`config.mk`:
```
export PLATFORM = sky130hd
export DESIGN_NAME = bin2bcd_seq
export DESIGN_NICKNAME = d
export VERILOG_FILES = /design/src/rtl/bin2bcd_pkg.sv /design/src/rtl/bcd_digit_adj.sv /design/src/rtl/bin2bcd_seq.sv
export SDC_FILE = /design/constraint.sdc
export NUM_CORES = 1
export LEC_CHECK = 0
export ABC_AREA = 0
export CORE_ASPECT_RATIO = 1.5
export CORE_MARGIN = 2
export CORE_UTILIZATION = 29
export DETAILED_ROUTE_END_ITERATION = 12
export GPL_TIMING_DRIVEN = 0
export PLACE_DENSITY_LB_ADDON = 0.08
export SLEW_MARGIN = 20
export SYNTH_ARGS = -nofsm -noshare
export SYNTH_HDL_FRONTEND = slang
export SYNTH_SLANG_ARGS = --single-unit
```
`constraint.sdc`:
```
create_clock -name clock -period 3.98 [get_ports clock]
set_input_delay 0.398 -clock clock [delete_from_list [all_inputs] [get_ports clock]]
set_output_delay 0.398 -clock clock [all_outputs]
set_load 0.01 [all_outputs]
```
`src/rtl/bin2bcd_pkg.sv`:
```
// ============================================================================
// Module  : bin2bcd_pkg
// Brief   : Shared state encoding, add-3 constants and sizing helper for bin2bcd_seq.
// Revision: 1.0
// ============================================================================
`default_nettype none

package bin2bcd_pkg;

  typedef enum logic [1:0] {
    ST_IDLE  = 2'd0,
    ST_SHIFT = 2'd1,
    ST_DONE  = 2'd2
  } state_t;

  localparam logic [3:0] BCD_ADJ_THRESHOLD = 4'd5;
  localparam logic [3:0] BCD_ADJ_ADD       = 4'd3;

  // Decimal digits of 2^w-1: floor(w*log10(2))+1, exact because 2^w is never a power of ten.
  function automatic int digits_needed(input int w);
    return (w * 30103) / 100000 + 1;
  endfunction

endpackage

`default_nettype wire

```
`src/rtl/bcd_digit_adj.sv`:
```
// ============================================================================
// Module  : bcd_digit_adj
// Brief   : One BCD nibble correction cell: adds 3 when the digit is 5 or more.
// Revision: 1.0
// ============================================================================
`default_nettype none

module bcd_digit_adj
  import bin2bcd_pkg::*;
(
  input  logic [3:0] nib_i,
  output logic [3:0] nib_o
);

  // 4-bit sum wraps modulo 16; no carry leaves the nibble.
  assign nib_o = (nib_i >= BCD_ADJ_THRESHOLD) ? (nib_i + BCD_ADJ_ADD) : nib_i;

endmodule

`default_nettype wire

```
`src/rtl/bin2bcd_seq.sv`:
```
// ============================================================================
// Module  : bin2bcd_seq
// Brief   : Sequential double-dabble binary-to-BCD converter, start/busy/done handshake.
//           Optional macro LEADING_ZERO_BLANK_EN adds the registered 'blank' output.
// Revision: 1.0
// ============================================================================
`default_nettype none

module bin2bcd_seq
  import bin2bcd_pkg::*;
#(
  parameter int W      = 32,
  parameter int DIGITS = 10
) (
  input  logic                  clock,
  input  logic                  reset_n,
  input  logic                  start,
  input  logic [W-1:0]          bin,
  output logic                  busy,
  output logic                  done,
  output logic [4*DIGITS-1:0]   bcd
`ifdef LEADING_ZERO_BLANK_EN
  ,
  output logic [DIGITS-1:0]     blank
`endif
);

  localparam int SW = 4 * DIGITS;
  localparam int CW = $clog2(W + 1);

  state_t          state_q, state_d;
  logic [W-1:0]    bin_q, bin_d;
  logic [SW-1:0]   scratch_q, scratch_d;
  logic [CW-1:0]   cnt_q, cnt_d;
  logic [SW-1:0]   bcd_q, bcd_d;
  logic [SW-1:0]   w_adj;
  logic [SW+W-1:0] w_step;

  genvar gi;
  generate
    for (gi = 0; gi < DIGITS; gi++) begin : g_adj
      bcd_digit_adj u_adj (
        .nib_i (scratch_q[4*gi +: 4]),
        .nib_o (w_adj[4*gi +: 4])
      );
    end
  endgenerate

  // Adjust first, then shift the joint {scratch, binary} register left by one.
  assign w_step = {w_adj, bin_q} << 1;

`ifdef LEADING_ZERO_BLANK_EN
  logic [DIGITS-1:0] blank_q, blank_d;
  logic [DIGITS-1:0] w_blank;
  logic              w_zero_run;

  always_comb begin
    w_blank    = '0;
    w_zero_run = 1'b1;
    for (int i = DIGITS - 1; i >= 1; i--) begin
      w_zero_run = w_zero_run & (w_step[W + 4*i +: 4] == 4'd0);
      w_blank[i] = w_zero_run;
    end
  end

  assign blank = blank_q;
`endif

  always_comb begin
    state_d   = state_q;
    bin_d     = bin_q;
    scratch_d = scratch_q;
    cnt_d     = cnt_q;
    bcd_d     = bcd_q;
`ifdef LEADING_ZERO_BLANK_EN
    blank_d   = blank_q;
`endif
    case (state_q)
      ST_IDLE, ST_DONE: begin
        state_d = ST_IDLE;
        if (start) begin
          state_d   = ST_SHIFT;
          bin_d     = bin;
          scratch_d = '0;
          cnt_d     = CW'(W);
        end
      end
      ST_SHIFT: begin
        scratch_d = w_step[SW+W-1:W];
        bin_d     = w_step[W-1:0];
        cnt_d     = cnt_q - CW'(1);
        if (cnt_q == CW'(1)) begin
          state_d = ST_DONE;
          bcd_d   = w_step[SW+W-1:W];
`ifdef LEADING_ZERO_BLANK_EN
          blank_d = w_blank;
`endif
        end
      end
      default: state_d = ST_IDLE;
    endcase
  end

  always_ff @(posedge clock) begin
    if (!reset_n) begin
      state_q   <= ST_IDLE;
      bin_q     <= '0;
      scratch_q <= '0;
      cnt_q     <= '0;
      bcd_q     <= '0;
`ifdef LEADING_ZERO_BLANK_EN
      blank_q   <= '0;
`endif
    end else begin
      state_q   <= state_d;
      bin_q     <= bin_d;
      scratch_q <= scratch_d;
      cnt_q     <= cnt_d;
      bcd_q     <= bcd_d;
`ifdef LEADING_ZERO_BLANK_EN
      blank_q   <= blank_d;
`endif
    end
  end

  assign busy = (state_q == ST_SHIFT);
  assign done = (state_q == ST_DONE);
  assign bcd  = bcd_q;

endmodule

`default_nettype wire

```
Word-level counts from Yosys, hierarchy flattened

Cells that the tools add are included.

Add/subtract/negate cells: 11
$lt $le $gt $ge: 10
Eq/ne operators: 5
Mux-type cells: 19
Reduce and logical (&&, ||, !) cells: 5

Operators with widths:

| operator              | number |
|---|---|
| $pmux W40 S2          | 1 |
| $pmux W32 S2          | 1 |
| $ge A4 B3 Y1 const B  | 10 |
| $mux W40              | 1 |
| $add A4 B2 Y4 const B | 9 |
| $mux W4               | 9 |
| $mux W32              | 1 |
| $pmux W6 S2           | 1 |
| $eq A6 B1 Y1 const B  | 1 |
| $mux W6               | 1 |
| $sub A6 B1 Y6 const B | 1 |
| $pmux W2 S2           | 1 |
| $reduce_and A2 Y1     | 2 |
| $add A3 B2 Y3 const B | 1 |
| $mux W3               | 1 |
| $eq A2 B1 Y1 const B  | 1 |
| $eq A2 B2 Y1 const B  | 1 |
| $logic_not A2 Y1      | 1 |
| $mux W2               | 1 |
| $ne A2 B1 Y1 const B  | 1 |
| $ne A2 B2 Y1 const B  | 1 |
| $reduce_bool A2 Y1    | 1 |
| $reduce_or A2 Y1      | 1 |
| $mux W1               | 1 |

Register bits: 120
Input bits: 35
Output and inout port bits: 42
Logic and storage cells: 55

Depth between registers and ports, before layout

Word-level depth: 4
Gate-level depth with buffers: 7
Mapped depth without buffers: 6

By module

Synthesis repeated with hierarchy kept, for this count alone.

Cell total of the unflattened synthesis: 705
Area, all modules: 5994.5 um^2

Modules (own cells, without submodules):

| module        | times used | cells each | area each (um^2) | seq. area each (um^2) |
|---|---|---|---|---|
| bin2bcd_seq   | 1          | 545        | 4981.0           | 2402.3 |
| bcd_digit_adj | 10         | 16         | 101.3            | 0.0 |

Worst setup path after synthesis

No wires, ideal clock.

Path type: flip-flop to flip-flop
From: reg scratch_q[9]
To: reg scratch_q[10]
Library setup time: 0.074 ns
Arrival: 1.371 ns
Data required time: 3.906 ns
Path slack: 2.534 ns
Cell stages (with the launch flop): 7
Path buffers: 0
Clock period less this slack: 1.446 ns
Path through: dfxtp_1 inv_1 ha_1 nand2b_1 a21oi_1 mux2_2 o21ai_0

Cells in the longest elaborated chain, start to end: 3
Elaborated cells between the ends (all ways): 4
Classes of those cells: add/sub: 1; order compare: 1; mux: 2

RTL lines:

| element                                       | line                | text |
|---|---|---|
| start: declaration                            | bin2bcd_seq.sv:33   | `logic [SW-1:0] scratch_q, scratch_d;` |
| start signal: assignment                      | bin2bcd_seq.sv:117  | `scratch_q <= scratch_d;` |
| $add A4 B2 Y4 or $ge A4 B3 Y1 (tied branches) | bcd_digit_adj.sv:16 | `assign nib_o = (nib_i >= BCD_ADJ_THRESHOLD) ? (nib_i + BCD_ADJ_ADD) : nib_i;` |
| $mux W4 *                                     | bcd_digit_adj.sv:16 |  |
| $pmux W40 S2 *                                | bin2bcd_seq.sv:78   | `case (state_q)` |

Every way passes the cells marked *; elsewhere a longest branch is shown, timed or not.
A chain may end at the register's enable or synchronous reset.

Worst setup path after layout

From: reg state_q[1]
To: out busy

Cells in the longest elaborated chain, start to end: 1

RTL lines:

| element                  | line               | text |
|---|---|---|
| start: declaration       | bin2bcd_seq.sv:31  | `state_t state_q, state_d;` |
| start signal: assignment | bin2bcd_seq.sv:115 | `state_q <= state_d;` |
| $eq A2 B1 Y1             | bin2bcd_seq.sv:126 | `assign busy = (state_q == ST_SHIFT);` |
| end: declaration         | bin2bcd_seq.sv:19  | `output logic busy,` |

Every way passes these cells.

==> impl_metrics.prom <==
# TYPE chip_impl_metric gauge
chip_impl_info{name="run_status",value="finished, final reports clean"} 1
chip_impl_metric{name="worst_pin_slew",unit="ns"} 0.665
chip_impl_metric{name="num-nets-final",unit=""} 736
chip_impl_metric{name="initial_antenna_violation_count",unit=""} 0
chip_impl_metric{name="route.detailed.wl_per_inst",unit="um"} 15.5
chip_impl_metric{name="layout_worst_path_cycle_share",unit=""} 0.616
chip_impl_metric{name="worstRegToRegCells",unit=""} 6
chip_impl_metric{name="clock_latency_at_the_later_pin_of_the_worst_skew_pair",unit="ns"} 0.41
chip_impl_metric{name="globalRouteOverflowTotal",unit=""} 0
chip_impl_metric{name="hpwlAfterDp",unit="mm"} 10.1
chip_impl_info{name="clock_tree_root",value="clkbuf_16"} 1
chip_impl_metric{name="syn-instance-count",unit=""} 584
chip_impl_metric{name="timing.final.setup_violations",unit=""} 0
chip_impl_metric{name="core.rowCount",unit=""} 60
chip_impl_metric{name="die_width",unit="um"} 115
chip_impl_metric{name="initial_core_util",unit=""} 0.297
chip_impl_metric{name="place.port_buffers",unit=""} 76
chip_impl_info{name="setup.worst_path.start_class",value="flip-flop"} 1
chip_impl_metric{name="syn_area",unit="sq mm"} 0.00535
chip_impl_info{name="synth.most_common_cell",value="dfxtp_1"} 1
chip_impl_metric{name="grt_pass1_vias",unit=""} 4338
chip_impl_info{name="post_synth_most_frequent_cells",value="120 x dfxtp_1, 74 x nand2_1, 48 x o21ai_0"} 1
chip_impl_info{name="netlist_top_cells_area",value="dfxtp_1 45%, nand2_1 5.2%, ha_1 5.1%"} 1
chip_impl_metric{name="fin_worst_hold_slack",unit="ns"} 0.450
chip_impl_metric{name="synth.avg_cell_area",unit="sq um"} 9.16
chip_impl_metric{name="timing.setup.tns",unit="ns"} 0
chip_impl_metric{name="ys_seq_elements",unit=""} 120
chip_impl_metric{name="seqCellArea",unit="sq mm"} 0.00240
chip_impl_metric{name="report.final.slew_viol_count",unit=""} 0
chip_impl_metric{name="nFillCells",unit=""} 1861
chip_impl_metric{name="final.setup_skew",unit="ns"} 0.00955
chip_impl_info{name="critPathCaptureType",value="output pin"} 1
chip_impl_info{name="ys.flop_type",value="dfxtp_1"} 1
chip_impl_metric{name="grt_max_degree",unit=""} 17
chip_impl_metric{name="grt_first_pass_wirelength",unit="mm"} 22.2
chip_impl_info{name="worstReg2RegEnd",value="scratch_q[34]"} 1
chip_impl_metric{name="ys_seq_area_frac",unit=""} 0.449
chip_impl_metric{name="final-hold-violation-count",unit=""} 0
chip_impl_metric{name="leak_pwr",unit="nW"} 2.55
chip_impl_info{name="cts_tree",value="done"} 1
chip_impl_metric{name="syn-num-nets",unit=""} 641
chip_impl_metric{name="multi_input_gate_area_in_the_final_layout",unit="sq mm"} 0.00266
chip_impl_metric{name="hold-path-cell-count",unit=""} 2
chip_impl_metric{name="drive_gt1_frac",unit=""} 0.116
chip_impl_metric{name="antenna-diode-count",unit=""} 0
chip_impl_metric{name="cts.sinks",unit=""} 120
chip_impl_metric{name="place_congestion",unit=""} 0.789
chip_impl_metric{name="timing.max_cap.violations",unit=""} 0
chip_impl_metric{name="detailroute.via_count",unit=""} 4455
chip_impl_metric{name="floorplan.die.height",unit="um"} 170
chip_impl_metric{name="postCtsHoldBufs",unit=""} 0
chip_impl_metric{name="initialDrtViolationCount",unit=""} 246
chip_impl_metric{name="worst_ep_arrival_time",unit="ns"} 2.05
chip_impl_metric{name="power_density_over_cell_area",unit="mW/mm^2"} 414
chip_impl_info{name="hold_class",value="flip-flop to flip-flop"} 1
chip_impl_metric{name="synth-edff-count",unit=""} 0
chip_impl_metric{name="clkTransAtPathRegs",unit="ns"} 0.05
chip_impl_metric{name="post-cts-setup-buffer-count",unit=""} 0
chip_impl_metric{name="clock_tree.buffer_depth",unit=""} 2
chip_impl_metric{name="die_area",unit="sq mm"} 0.0196
chip_impl_metric{name="ant_nets",unit=""} 0
chip_impl_metric{name="globalRouteTotalUtil",unit=""} 0.149
chip_impl_info{name="worst_setup_path_startpoint",value="state_q[1]"} 1
chip_impl_metric{name="async_flop_share",unit=""} 0
chip_impl_metric{name="wl",unit="mm"} 14.1
chip_impl_info{name="timing.critical_path.to",value="busy"} 1
chip_impl_metric{name="drtPass1Iterations",unit=""} 4
chip_impl_metric{name="area_delta_synth_final",unit="%"} 28.8
chip_impl_metric{name="peak_fanout_along_the_critical_path",unit=""} 10
chip_impl_metric{name="drc",unit=""} 0
chip_impl_metric{name="relSlewSlack",unit=""} 0.557
chip_impl_metric{name="min_period",unit="ns"} 2.45
chip_impl_info{name="crit-reg2reg-launch",value="scratch_q[33]"} 1
chip_impl_metric{name="cts_made_buffers",unit=""} 17
chip_impl_metric{name="post-synth-top-area-fraction",unit=""} 0.449
chip_impl_metric{name="viasPerCell",unit=""} 4.91
chip_impl_metric{name="cts-resized-gates",unit=""} 0
chip_impl_metric{name="synth_cell_types",unit=""} 37
chip_impl_info{name="grt_setup_unrepaired",value="false"} 1
chip_impl_info{name="post-synth-top-area-cell",value="dfxtp_1"} 1
chip_impl_metric{name="timing.fmax",unit="MHz"} 408
chip_impl_metric{name="synth-warning-count",unit=""} 0
chip_impl_metric{name="design.core.area",unit="sq mm"} 0.0180
chip_impl_metric{name="timing.reg2reg.setup_slack",unit="ns"} 2.37
chip_impl_metric{name="cts_htree_levels",unit=""} 4
chip_impl_metric{name="floorplan.io_pins",unit=""} 77
chip_impl_metric{name="final_util",unit=""} 0.383
chip_impl_metric{name="max-vdd-ir-drop",unit="V"} 0.000194
chip_impl_info{name="critical_setup_path_kind",value="flip-flop to output pin"} 1
chip_impl_metric{name="timing.critical_path.required",unit="ns"} 3.58
per-stage QoR:
step           total power [mW]  setup WS, ns  instances  area, sq um
2_1_floorplan              1.43          2.53        584         5350
3_3_place_gp               1.54          1.72        877         6380
3_5_place_dp               1.54          1.70        877         6380
4_1_cts                    2.91          1.49        907         6890
5_1_grt                    2.98          1.40        907         6890
6_report                   2.86          1.53        907         6890
how the worst min path moves through the flow:
stage	slack, ns	startpoint	endpoint
after floorplan	0.43	scratch_q[37]	scratch_q[37]
after global placement	0.44	scratch_q[37]	scratch_q[37]
after detailed placement	0.45	scratch_q[37]	scratch_q[37]
after CTS	0.46	bin_q[30]	bin_q[30]
after global routing	0.47	bin_q[30]	bin_q[30]
final	0.45	scratch_q[37]	scratch_q[37]
metal layers:
layer	part of all wire	global-route usage	wire length (um)	vias to the layer above
li1	-	-	-	2236
met1	0.43	0.167	6050	2127
met2	0.53	0.271	7410	80
met3	0.031	0.0360	434	12
met4	0.011	0.0519	161	0
met5	0	0	0	-
area by class of cell:
type	count	share of cell area
plain buffers	37	0.0298
clock buffers	26	0.0710
clock inverters	4	0.00290
inverters	23	0.0125
multi-input cells	404	0.385
flip-flops and latches	120	0.349
well taps	217	0.0394
repair buffers	76	0.110
cells in the final DEF (no fill, tap or decap), types with 11 or more instances in the layout:
cell               n
nand2_1           74
inv_1             22
a21oi_1           42
o21ai_0           48
buf_2             11
nand3_1           23
a21boi_1          32
clkbuf_1          19
clkbuf_16         17
o21ai_2           20
ha_1              22
and2_1            12
nor3b_1           19
clkdlybuf4s50_1   76
dfxtp_1          120
nand2b_1          11
a22oi_1           33
report_power, final:
| part | switching [mW] | internal, mW |
|---|---|---|
| Combinational | 0.139 | 0.108 |
| Clock | 0.512 | 0.833 |
| Sequential | 0.0241 | 1.24 |
| Total | 0.675 | 2.18 |
critical path: stages, from the launching register on:
cell and delay [ns]:
dfxtp_1 0.31, nand2b_2 0.24, inv_2 0.10, buf_6 0.16
buf_2 0.25, clkdlybuf4s50_1 0.58
cells by family after synthesis:
kind of cell    synth area share
compound gates             0.246
xor+xnor                  0.0164
fa+ha+maj                 0.0514
buf+inv                   0.0545
flops                      0.449
mux                       0.0229
simple gates               0.160
registers in the layout, indices dropped and copies added, names as in the netlist:
signal     count
scratch_q     40
bin_q         32
bcd           40
cnt_q          6
state_q        2
No activity file was read; power rests on OpenSTA's default activity.
